==> config.mk <==
export PLATFORM = sky130hd
export DESIGN_NAME = run_sequencer
export DESIGN_NICKNAME = d
export VERILOG_FILES = /design/src/rtl/run_seq_pkg.sv /design/src/rtl/run_sequencer.sv
export SDC_FILE = /design/constraint.sdc
export NUM_CORES = 1
export LEC_CHECK = 0
export CORE_ASPECT_RATIO = 1.75
export CORE_MARGIN = 2
export CORE_UTILIZATION = 35
export DETAILED_ROUTE_END_ITERATION = 6
export GPL_TIMING_DRIVEN = 0
export PLACE_DENSITY = 0.72
export SYNTH_ARGS = -nofsm -noshare
export SYNTH_HDL_FRONTEND = slang
export SYNTH_SLANG_ARGS = --single-unit
==> constraint.sdc <==
create_clock -name CLK -period 3.55 [get_ports CLK]
set_clock_uncertainty 0.2 [all_clocks]
set_input_delay 0.5325 -clock CLK [delete_from_list [all_inputs] [get_ports CLK]]
set_output_delay 0.5325 -clock CLK [all_outputs]
set_load 0.02 [all_outputs]
==> src/rtl/run_seq_pkg.sv <==
// Shared types and default constants for the run sequencer.
// Imported by run_sequencer for its state enum and parameter defaults.
package run_seq_pkg;

  localparam int unsigned DefAW        = 8;
  localparam int unsigned DefDW        = 8;
  localparam int unsigned DefDepth     = 256;
  localparam int unsigned DefNload     = 16;
  localparam int unsigned DefNres      = 8;
  localparam int unsigned DefCw        = 16;
  localparam int unsigned DefMaxCycles = 32'h0000_FFFF;

  typedef enum logic [2:0] {
    StIdle,
    StClear,
    StLoad,
    StLaunch,
    StRun,
    StDump,
    StDone,
    StTimeout
  } run_state_t;

  function automatic int unsigned max_u(input int unsigned a, input int unsigned b);
    return (a > b) ? a : b;
  endfunction

endpackage

==> src/rtl/run_sequencer.sv <==
// Bring-up controller for the CPU: clears/preloads data memory, launches the CPU,
// waits for halt (with cycle limit) and streams a window of result words out.
module run_sequencer
  import run_seq_pkg::*;
#(
  parameter int unsigned AW         = DefAW,
  parameter int unsigned DW         = DefDW,
  parameter int unsigned DEPTH      = DefDepth,
  parameter int unsigned NLOAD      = DefNload,
  parameter int unsigned NRES       = DefNres,
  parameter int unsigned CW         = DefCw,
  parameter int unsigned MAX_CYCLES = DefMaxCycles
) (
  input  logic                       CLK,
  input  logic                       reset,
  input  logic                       go,
  input  logic                       clear_en,
  input  logic [$clog2(NLOAD+1)-1:0] tbl_count,
  output logic [$clog2(NLOAD)-1:0]   tbl_idx,
  input  logic [AW-1:0]              tbl_addr,
  input  logic [DW-1:0]              tbl_data,
  input  logic [AW-1:0]              res_base,
  output logic                       mem_we,
  output logic [AW-1:0]              mem_waddr,
  output logic [DW-1:0]              mem_wdata,
  output logic [AW-1:0]              mem_raddr,
  input  logic [DW-1:0]              mem_rdata,
  output logic                       cpu_start,
  input  logic                       cpu_halt,
  output logic                       res_valid,
  input  logic                       res_ready,
  output logic [$clog2(NRES)-1:0]    res_idx,
  output logic [DW-1:0]              res_data,
  output logic                       busy,
  output logic                       done,
  output logic                       timeout,
  output logic [CW-1:0]              cycles
);

  localparam int unsigned TIW  = $clog2(NLOAD);
  localparam int unsigned TCW  = $clog2(NLOAD + 1);
  localparam int unsigned RIW  = $clog2(NRES);
  localparam int unsigned CntW = max_u(AW, max_u(TCW, RIW));

  run_state_t         state_q, state_d;
  logic [CntW-1:0]    cnt_q, cnt_d, cnt_inc;
  logic [AW-1:0]      base_q, base_d;
  logic [CW-1:0]      cycles_q, cycles_d, run_cnt;

  assign cnt_inc = cnt_q + CntW'(1);
  assign run_cnt = cycles_q + CW'(1);

  // One counter serves as clear address, table index and result index.
  always_comb begin
    state_d  = state_q;
    cnt_d    = cnt_q;
    base_d   = base_q;
    cycles_d = cycles_q;
    unique case (state_q)
      StIdle, StDone, StTimeout: begin
        if (go) begin
          base_d   = res_base;
          cycles_d = '0;
          cnt_d    = '0;
          if (clear_en) begin
            state_d = StClear;
          end else if (tbl_count == '0) begin
            state_d = StLaunch;
          end else begin
            state_d = StLoad;
          end
        end
      end
      StClear: begin
        cnt_d = cnt_inc;
        if (cnt_q == CntW'(DEPTH - 1)) begin
          cnt_d   = '0;
          state_d = (tbl_count == '0) ? StLaunch : StLoad;
        end
      end
      StLoad: begin
        cnt_d = cnt_inc;
        if (CntW'(tbl_count) == cnt_inc) begin
          cnt_d   = '0;
          state_d = StLaunch;
        end
      end
      StLaunch: state_d = StRun;
      StRun: begin
        // The halting cycle is counted; halt wins over the cycle limit.
        cycles_d = run_cnt;
        if (cpu_halt) begin
          cnt_d   = '0;
          state_d = StDump;
        end else if (run_cnt == CW'(MAX_CYCLES)) begin
          state_d = StTimeout;
        end
      end
      StDump: begin
        if (res_ready) begin
          if (cnt_q == CntW'(NRES - 1)) begin
            cnt_d   = '0;
            state_d = StDone;
          end else begin
            cnt_d = cnt_inc;
          end
        end
      end
      default: state_d = StIdle;
    endcase
  end

  always_ff @(posedge CLK) begin
    if (reset) begin
      state_q  <= StIdle;
      cnt_q    <= '0;
      base_q   <= '0;
      cycles_q <= '0;
    end else begin
      state_q  <= state_d;
      cnt_q    <= cnt_d;
      base_q   <= base_d;
      cycles_q <= cycles_d;
    end
  end

  always_comb begin
    mem_we    = 1'b0;
    mem_waddr = '0;
    mem_wdata = '0;
    mem_raddr = '0;
    tbl_idx   = '0;
    res_valid = 1'b0;
    res_idx   = '0;
    res_data  = '0;
    cpu_start = 1'b1;
    busy      = 1'b1;
    done      = 1'b0;
    timeout   = 1'b0;
    unique case (state_q)
      StIdle:   busy = 1'b0;
      StClear: begin
        mem_we    = 1'b1;
        mem_waddr = cnt_q[AW-1:0];
      end
      StLoad: begin
        mem_we    = 1'b1;
        tbl_idx   = cnt_q[TIW-1:0];
        mem_waddr = tbl_addr;
        mem_wdata = tbl_data;
      end
      StLaunch: cpu_start = 1'b1;
      StRun:    cpu_start = 1'b0;
      StDump: begin
        res_valid = 1'b1;
        res_idx   = cnt_q[RIW-1:0];
        mem_raddr = base_q + AW'(cnt_q[RIW-1:0]);
        res_data  = mem_rdata;
      end
      StDone: begin
        busy = 1'b0;
        done = 1'b1;
      end
      StTimeout: begin
        busy    = 1'b0;
        timeout = 1'b1;
      end
      default: busy = 1'b0;
    endcase
  end

  assign cycles = cycles_q;

endmodule

# [After elaboration in Yosys (flattened, before gate mapping)]
# Cells that the tools add are included.
[op_classes] n_mux=31 add_sub_neg=3 n_reduce_logical=10 n_eq_ne=18
[op_table] operator="2-to-1 mux 8 bit" n=9
[op_table] operator="one-hot mux 8 bit (5 select lines)" n=1
[op_table] operator="one-hot mux 16 bit (2 select lines)" n=1
[op_table] operator="2-to-1 mux 3 bit" n=8
[op_table] operator="one-hot mux 3 bit (6 select lines)" n=1
[op_table] operator="adder 16 x 1 -> 16 bit (second input constant)" n=1
[op_table] operator="equality test 16 bit (second input constant)" n=1
[op_table] operator="2-to-1 mux 16 bit" n=1
[op_table] operator="one-hot mux 8 bit (2 select lines)" n=1
[op_table] operator="equality test 3 bit (second input constant)" n=4
[op_table] operator="inequality test 2 bit (second input constant)" n=5
[op_table] operator="adder 8 x 1 -> 8 bit (second input constant)" n=1
[op_table] operator="adder 8 x 3 -> 8 bit" n=1
[op_table] operator="equality test 5 x 8 -> 1 bit" n=1
[op_table] operator="equality test 8 x 3 -> 1 bit (second input constant)" n=1
[op_table] operator="equality test 8 bit (second input constant)" n=1
[op_table] operator="2-to-1 mux 1 bit" n=7
[op_table] operator="equality test 3 x 2 -> 1 bit (second input constant)" n=2
[op_table] operator="AND reduction 6 bit" n=1
[op_table] operator="zero test 5 bit" n=1
[op_table] operator="nonzero test 5 bit" n=1
[op_table] operator="2-to-1 mux 4 bit" n=1
[op_table] operator="AND reduction 2 bit" n=2
[op_table] operator="AND reduction 4 bit" n=1
[op_table] operator="other kinds (8)" n=8
[totals] register_bits=35 word_cells=66

# [Longest topological paths before layout]
# Gate-level depths: netlist of the first run.
[depth] depth_word=5 depth_mapped=9 mapped_depth_nobuf=8

# [Worst setup path after synthesis of the first run]
# Ideal clock, no wire load.
[synth_path] path_kind="flip-flop to flip-flop" start="register cycles_q[0] (netlist: cycles[0])" end="register state_q[0]" t_arrival_ns=2.250 slack_ns=1.029 period_less_slack_ns=2.521 n_path_buf=1 t_required_ns=3.280 stages_incl_launch_ff=10 setup_ns=0.070 path_cell_list="dfxtp_1 -> ha_1 -> and4_1 -> buf_2 -> nand3_1 -> xor2_1 -> a211oi_2 -> nand3_2 -> or3_1 -> a21oi_1"
[synth_between] elab_chain_len=4
[synth_lines] item="start, declared" line_no="run_sequencer.sv:48" rtl="logic [CW-1:0] cycles_q, cycles_d, run_cnt;"
[synth_lines] item="start signal, assigned" line_no="run_sequencer.sv:123" rtl="cycles_q <= cycles_d;"
[synth_lines] item="adder 16 x 1 -> 16 bit" line_no="run_sequencer.sv:51" rtl="assign run_cnt = cycles_q + CW'(1);"
[synth_lines] item="equality test 16 bit" line_no="run_sequencer.sv:95" rtl="end else if (run_cnt == CW'(MAX_CYCLES)) begin"
[synth_lines] item="inequality test 3 bit (no line)"
[synth_lines] item="AND reduction 6 bit (no line)"
[synth_lines] item="end signal, assigned" line_no="run_sequencer.sv:115" rtl="state_q <= StIdle;"
[synth_lines] item="end signal, assigned" line_no="run_sequencer.sv:120" rtl="state_q <= state_d;"
[synth_lines] item="end, declared" line_no="run_sequencer.sv:45" rtl="run_state_t state_q, state_d;"
# No other way between the ends.
# A chain may end at the register's enable or synchronous reset.

# [Worst setup path in the final report of the first run]
[layout_path] start="register state_q[2]" end="output port cpu_start"
[layout_between] elab_chain_len=2
[layout_lines] item="equality test 3 bit" line_no="run_sequencer.sv:140" rtl="unique case (state_q)"
[layout_lines] item="2-to-1 mux 1 bit" line_no="run_sequencer.sv:140"
[layout_lines] item="end, declared" line_no="run_sequencer.sv:28" rtl="output logic cpu_start,"
# No other way between the ends.

==> summary.txt, run 1 <==
====================================================================================================
Number of nets in the layout                                                                     529
Via density per instance                                                                       5.600
Diode insertion count for antenna repair                                                           0
Die X-Extent                                                                                71.01 um
Layout Cells excl Fill                                                                           568
Commonest cells post-synth                                                              56 x sky130_fd_sc_hd__nor2_1, 35 x sky130_fd_sc_hd__dfxtp_1, 23 x sky130_fd_sc_hd__a21oi_1
R2R Setup Slk                                                                                0.71 ns
Layout cells sized above 1                                                                    5.833%
Highest ir drop seen on vdd                                                                0.3207 mV
Fin crit share                                                                                92.85%
Synth-to-layout area growth                                                                   46.41%
Proportion of netlist area held by the largest area contributor                               25.48%
Number of core rows                                                                               42
Via count                                                                                      3,181
CTS-repair resized insts                                                                           0
Reg2reg path depth                                                                                 9
Sequential element share of the synthesized area                                              25.48%
Biggest fanout along the worst timing path                                                        10
Tmin final                                                                                  3.296 ns
Pre-CTS WS                                                                                 0.5414 ns
Flip-flop and latch count after synthesis                                                         35
Setup Total Neg Slack                                                                           0 ns
Crit path kind                                                                            reg -> out
Category of the worst setup path capture point                                           output port
Startpoint type of the worst setup path                                                         flop
Count of TritonRoute iterations in the first routing pass                                          4
Critical Path, Cell by Cell                                                             buf_2 > inv_1 > nor3_4 > clkinv_1 > clkbuf_1 > clkdlybuf4s50_1
Largest area contributor in the synthesized netlist                                     sky130_fd_sc_hd__dfxtp_1
Unrepaired setup endpoints after global routing                                                false
Gr ovfl total                                                                                      0
Post-route worst setup slack                                                               0.2539 ns
Synth Cell Area                                                                            2750 um^2
Avg WL per Cell                                                                             16.03 um
IO Port Bufs                                                                                     102
Violation count after the first detailed-routing iteration                                       161
Kind of cell adding the most delay to the critical path                                 buffers and inverters
Min Hold Slack                                                                             0.3139 ns
Final Routed Wirelength                                                                     9.106 mm
Worst-skew pair later-pin latency                                                            0.28 ns
Last weighted congestion value of the routability-driven placer                               0.9822
Result of the run                                                                       finished, final reports clean
First-pass GRT wire length                                                                  14.48 mm
Clock root buffer master                                                                sky130_fd_sc_hd__clkbuf_16
Detailed-placement wirelength estimate                                                      7.027 mm
Maximum number of pins on one net before global-route repair                                      13
Sink Count                                                                                        35
Final total power                                                                           1.653 mW
Number of global-route vias before repair                                                      2,968
Total routing usage reported by global routing                                                20.90%
Area occupied by multi-input gates                                                         1874 um^2
Post-route antenna net violation count                                                             0
PwrDens                                                                                 410.5 nW/um^2
Hold Fails Final Rpt                                                                               0
Hold_sp                                                                                    base_q[2]
Number of buffers added for setup after CTS                                                        0
Number of buffers inserted for hold repair after clock tree synthesis                              0
Clock buffers created by TritonCTS                                                                 5
Number of nets in the synthesized netlist                                                        420
Terminus of the critical flop-to-flop path                                                state_q[1]
Count of flip-flops with a built-in enable after synthesis                                         0
Synthesized instance count                                                                       370
Measured slew at the worst slew-check pin                                                  0.6234 ns
Cell at the slowest stage of the critical path                                          sky130_fd_sc_hd__clkdlybuf4s50_1
Register cell area after layout                                                           700.7 um^2
Distinct cells, synth                                                                             60
LEAKAGE                                                                                     1.465 nW
Clock-pin slew reported for the worst setup and hold paths after clock tree synthesis        0.06 ns
Data arrival time of the critical path                                                       2.56 ns
Worst Hold End                                                                             base_q[2]
Overall die height                                                                          121.3 um
Core box area                                                                              7620 um^2
Placed cell count                                                                                560
Rel. slew slack                                                                               58.29%
Die Footprint                                                                              8610 um^2
Worst hold path stage count                                                                        2
Number of max-cap violations                                                                       0
Antenna violations before repair                                                                   0
Buffer levels on the longest clock path                                                            2
Clock tree from TritonCTS                                                                        yes
Max-slew violations                                                                                0
Async set-or-reset flop fraction in the synthesized netlist                                       0%
Type of the tightest min-delay check                                                      reg -> reg
Initial Utilization                                                                           36.09%
Final count of negative-setup-slack endpoints                                                      0
Synth top area cells                                                                    sky130_fd_sc_hd__dfxtp_1 25%, sky130_fd_sc_hd__nor2_1 7.6%, sky130_fd_sc_hd__a21oi_1 4.2%, sky130_fd_sc_hd__and3_1 3.6%, sky130_fd_sc_hd__xor2_1 3.5%
Slowest cell delay on critical path                                                          0.60 ns
DRC errors left                                                                                    0
Data required, critical path                                                                 2.82 ns
Crit Reg-Reg Startpoint                                                                    cycles[0]
Yosys warning total                                                                                0
Buffers plus inverters on the worst setup path                                                     5
Maximum level of the CTS H-tree                                                                    2
Ports placed on the boundary                                                                     104
Top flip-flop cell by instance count after synthesis                                    sky130_fd_sc_hd__dfxtp_1
Most numerous cell in the Yosys netlist                                                 sky130_fd_sc_hd__nor2_1
Number of inserted filler cells in the final layout                                              778
Top achievable clock speed                                                                 303.4 MHz
Synthesized area per cell                                                                 7.433 um^2
====================================================================================================
## report_power, final
part | switching (mW) | internal, mW | total, mW | leakage (nW)
sequential | 0.0423 | 0.428 | 0.470 | 0.284
clock | 0.177 | 0.258 | 0.435 | 0.0658
combinational | 0.431 | 0.317 | 0.747 | 1.12
total | 0.650 | 1.00 | 1.65 | 1.47
## through the flow
step / utilization (%) / cell area [um^2]
final: 52.84 / 4026
after floorplan: - / 2750
after global placement: 50.94 / 3881
after detailed placement: 50.94 / 3881
after global routing: 52.84 / 4026
after CTS: 52.84 / 4026
## worst reg2reg max path, stage by stage, from the launching register on
cell and delay [ns]:
sky130_fd_sc_hd__dfxtp_1 0.47, sky130_fd_sc_hd__ha_1 0.34, sky130_fd_sc_hd__and4_1 0.21, sky130_fd_sc_hd__buf_2 0.17
sky130_fd_sc_hd__nand3_1 0.15, sky130_fd_sc_hd__xor2_1 0.20, sky130_fd_sc_hd__a211oi_2 0.26, sky130_fd_sc_hd__nand3_2 0.16
sky130_fd_sc_hd__a2111oi_0 0.46, sky130_fd_sc_hd__a31o_2 0.17
## worst max-delay path by stage
| stage | startpoint | end | slack [ns] | cells after the start |
|---|---|---|---|---|
| after floorplan | cycles[0] | state_q[0] | 1.03 | 9 |
| after global placement | state_q[2] | cpu_start | 0.54 | 6 |
| after detailed placement | state_q[2] | cpu_start | 0.54 | 6 |
| after CTS | state_q[2] | cpu_start | 0.22 | 6 |
| after global routing | state_q[2] | cpu_start | 0.06 | 6 |
| final | state_q[2] | cpu_start | 0.25 | 6 |
## area by class of cell
type | count | share of cell area, %
tap | 88 | 2.735
clock inverter | 3 | 0.4972
timing repair buffer | 102 | 25.36
multi-input combinational | 295 | 46.55
sequential | 35 | 17.40
inverter | 10 | 0.9323
buffer | 30 | 3.418
clock buffer | 5 | 3.108
## routing by layer
layer | global-route usage [%] | share of wire [%] | vias to the layer above
met1 | 22.69 | 37 | 1474
li1 | - | - | 1556
met4 | 9.316 | 3.4 | 0
met2 | 38.79 | 54 | 128
met3 | 3.405 | 5.6 | 23
met5 | 0 | 0 | -
## registers in the layout, summed over array words and instances, names as in the netlist
signal and cells:
base_q 8, cnt_q 8, cycles 16, state_q 3
## cell families after synthesis
group	Yosys count	synth area share, %
fa+ha+maj	7	3.458
buf+inv	40	6.369
compound gates	88	21.20
simple gates	171	33.80
xor+xnor	20	6.369
flops	35	25.48
mux	9	3.321
## cell usage in the layout (no fill, tap or decap), types with 6 or more instances in the layout
master                            count
sky130_fd_sc_hd__nand2_1             17
sky130_fd_sc_hd__a311oi_1             7
sky130_fd_sc_hd__xor2_1              11
sky130_fd_sc_hd__and2_1              14
sky130_fd_sc_hd__nand4_1              8
sky130_fd_sc_hd__a22oi_1             11
sky130_fd_sc_hd__nand2b_1             7
sky130_fd_sc_hd__xnor2_1              9
sky130_fd_sc_hd__nor2_1              56
sky130_fd_sc_hd__inv_1                9
sky130_fd_sc_hd__clkbuf_1            19
sky130_fd_sc_hd__and3_1              16
sky130_fd_sc_hd__ha_1                 6
sky130_fd_sc_hd__o21ai_0             17
sky130_fd_sc_hd__nor2b_1              6
sky130_fd_sc_hd__or3_1                7
sky130_fd_sc_hd__clkdlybuf4s50_1    102
sky130_fd_sc_hd__dfxtp_1             35
sky130_fd_sc_hd__mux2i_1              8
sky130_fd_sc_hd__a21oi_1             23
sky130_fd_sc_hd__nand3_1             13
No activity file was read; power rests on OpenSTA's default activity.
==> run 2, diff against run 1 <==
--- a/config.mk
+++ b/config.mk
@@ -9,6 +9,7 @@
 export CORE_MARGIN = 2
 export CORE_UTILIZATION = 35
 export DETAILED_ROUTE_END_ITERATION = 6
+export GPL_ROUTABILITY_DRIVEN = 0
 export GPL_TIMING_DRIVEN = 0
 export PLACE_DENSITY = 0.72
 export SYNTH_ARGS = -nofsm -noshare
==> summary.txt, run 2 (synthesized netlist as in run 1, its figures left out) <==
====================================================================================================
Max-slew violations                                                                                0   unchanged
Violation count after the first detailed-routing iteration                                       197   +22%
Number of buffers inserted for hold repair after clock tree synthesis                              0   unchanged
Final Routed Wirelength                                                                     9.033 mm   -0.80%
Worst-skew pair later-pin latency                                                            0.28 ns   about the same
Biggest fanout along the worst timing path                                                        10   unchanged
Tmin final                                                                                  3.324 ns   +0.02819 ns
DRC errors left                                                                                    0   unchanged
Area occupied by multi-input gates                                                         1874 um^2   unchanged
Type of the tightest min-delay check                                                      reg -> reg
Number of core rows                                                                               42   unchanged
Die X-Extent                                                                                71.01 um   unchanged
Count of TritonRoute iterations in the first routing pass                                          5   +1
Ports placed on the boundary                                                                     104   unchanged
Unrepaired setup endpoints after global routing                                                false
Met3 Usage GRT                                                                                3.654%   +0.25 points
Category of the worst setup path capture point                                           output port
Final total power                                                                           1.726 mW   +4.4%
Maximum number of pins on one net before global-route repair                                      13   unchanged
Most common cell after layout, fill and taps aside                                      sky130_fd_sc_hd__clkdlybuf4s50_1
Register cell area after layout                                                           700.7 um^2   unchanged
Clock tree from TritonCTS                                                                        yes
Number of global-route vias before repair                                                      3,064   +3.2%
Crit path kind                                                                            reg -> out
Clock buffers created by TritonCTS                                                                 5   unchanged
First-pass GRT wire length                                                                  14.80 mm   +2.2%
Highest ir drop seen on vdd                                                                0.4132 mV   +29%
Layout cells sized above 1                                                                    5.833%   unchanged
Number of buffers added for setup after CTS                                                        0   unchanged
Buffer levels on the longest clock path                                                            2   unchanged
Clock root buffer master                                                                sky130_fd_sc_hd__clkbuf_16
Setup Total Neg Slack                                                                           0 ns   unchanged
Core box area                                                                              7620 um^2   unchanged
IO Port Bufs                                                                                     102   unchanged
Top achievable clock speed                                                                 300.8 MHz   -0.85%
Antenna violations before repair                                                                   0   unchanged
Sink Count                                                                                        35   unchanged
Via count                                                                                      3,196   +0.47%
Post-route antenna net violation count                                                             0   unchanged
Number of inserted filler cells in the final layout                                              748   -3.9%
Measured slew at the worst slew-check pin                                                  0.6740 ns   +0.05063 ns
Maximum level of the CTS H-tree                                                                    2   unchanged
Detailed-placement wirelength estimate                                                      6.888 mm   -2.0%
Leading cell types in the layout, fill and taps excluded                                102 x sky130_fd_sc_hd__clkdlybuf4s50_1, 56 x sky130_fd_sc_hd__nor2_1, 35 x sky130_fd_sc_hd__dfxtp_1, 23 x sky130_fd_sc_hd__a21oi_1, 19 x sky130_fd_sc_hd__clkbuf_1
Max FFs per register                                                                              16   unchanged
Result of the run                                                                       finished, final reports clean
Global Route met1 Usage                                                                       22.99%   +0.30 points
PwrDens                                                                                 426.2 nW/um^2   +3.8%
CTS-repair resized insts                                                                           0   unchanged
Overall die height                                                                          121.3 um   unchanged
Die Footprint                                                                              8610 um^2   unchanged
Final count of negative-setup-slack endpoints                                                      0   unchanged
Data required, critical path                                                                 2.82 ns   about the same
Hold Fails Final Rpt                                                                               0   unchanged
Diode insertion count for antenna repair                                                           0   unchanged
Avg WL per Cell                                                                             15.90 um   -0.80%
Total routing usage reported by global routing                                                21.14%   +0.24 points
Clock-pin slew reported for the worst setup and hold paths after clock tree synthesis        0.06 ns   about the same
LEAKAGE                                                                                     1.483 nW   +1.2%
Data arrival time of the critical path                                                       2.59 ns   +0.03 ns
Number of nets in the layout                                                                     529   unchanged
Initial Utilization                                                                           36.09%   unchanged
Fin crit share                                                                                93.64%   +0.79 points
Synth-to-layout area growth                                                                   47.27%
Rel. slew slack                                                                               54.90%   -3.4 points
Via density per instance                                                                       5.627   +0.47%
Gr ovfl total                                                                                      0   unchanged
Number of max-cap violations                                                                       0   unchanged
Met2 global-route usage                                                                       39.19%   +0.41 points
Startpoint type of the worst setup path                                                         flop
Layer with the highest usage                                                                    met2
====================================================================================================
-- run 2: changes by cell type in the layout (fill, tap and decap cells not counted) --
cell                         change
sky130_fd_sc_hd__bufinv_16       +1
sky130_fd_sc_hd__clkinv_4        +1
sky130_fd_sc_hd__clkinvlp_4      -2
-- run 2: power breakdown --
part	internal [mW]	total [mW]	switching [mW]
clock network	0.331	0.504	0.173
logic	0.316	0.751	0.435
registers	0.428	0.471	0.0437
total	1.07	1.73	0.651
-- run 2: stage by stage --
step / setup WS, ns / instance area [um^2] / hold WS (ns) / utilization [%] / instances
2_1_floorplan: 1.029 / 2750 / 0.2676 / - / 370
3_3_place_gp: 0.5667 / 3881 / 0.2880 / 50.94 / 560
3_5_place_dp: 0.5631 / 3881 / 0.2947 / 50.94 / 560
4_1_cts: 0.2302 / 4050 / 0.3080 / 53.15 / 568
5_1_grt: 0.04123 / 4050 / 0.3599 / 53.15 / 568
6_report: 0.2257 / 4050 / 0.3003 / 53.15 / 568
-- run 2: final timing paths --
path          endpoint  cells past startpoint  startpoint  slack (ns)
min reg2reg  base_q[0]                      2   base_q[0]        0.30
max reg2reg   cnt_q[3]                      9    cnt_q[1]        0.71
max          cpu_start                      6  state_q[2]        0.23
min          base_q[0]                      2   base_q[0]        0.30
-- run 2: final cells by class --
type                            count  share of cell area (%)
Clock inverter                      3                   1.081
Buffer                             30                   3.398
Timing Repair Buffer              102                   25.21
Sequential cell                    35                   17.30
Inverter                           10                  0.9268
Clock buffer                        5                   3.089
Tap cell                           88                   2.719
Multi-Input combinational cell    295                   46.28
-- run 2: worst max-delay path: stages, from the launching register on --
cell	delay (ns)
sky130_fd_sc_hd__dfxtp_1	0.33
sky130_fd_sc_hd__buf_2	0.20
sky130_fd_sc_hd__inv_1	0.19
sky130_fd_sc_hd__nor3_4	0.35
sky130_fd_sc_hd__clkinv_1	0.32
sky130_fd_sc_hd__clkbuf_1	0.31
sky130_fd_sc_hd__clkdlybuf4s50_1	0.60
-- run 2: per-layer routing --
metal,routed length (um),up-vias
li1,-,1561
met4,325,0
met5,0,-
met2,4836,129
met3,492,27
met1,3379,1479
==> run 3, diff against run 2 <==
--- a/config.mk
+++ b/config.mk
@@ -5,6 +5,7 @@
 export SDC_FILE = /design/constraint.sdc
 export NUM_CORES = 1
 export LEC_CHECK = 0
+export ABC_CLOCK_PERIOD_IN_PS = 3550
 export CORE_ASPECT_RATIO = 1.75
 export CORE_MARGIN = 2
 export CORE_UTILIZATION = 35
==> results of run 3 <==
Same layout as run 2: the final DEF is identical, and so are final timing and power.
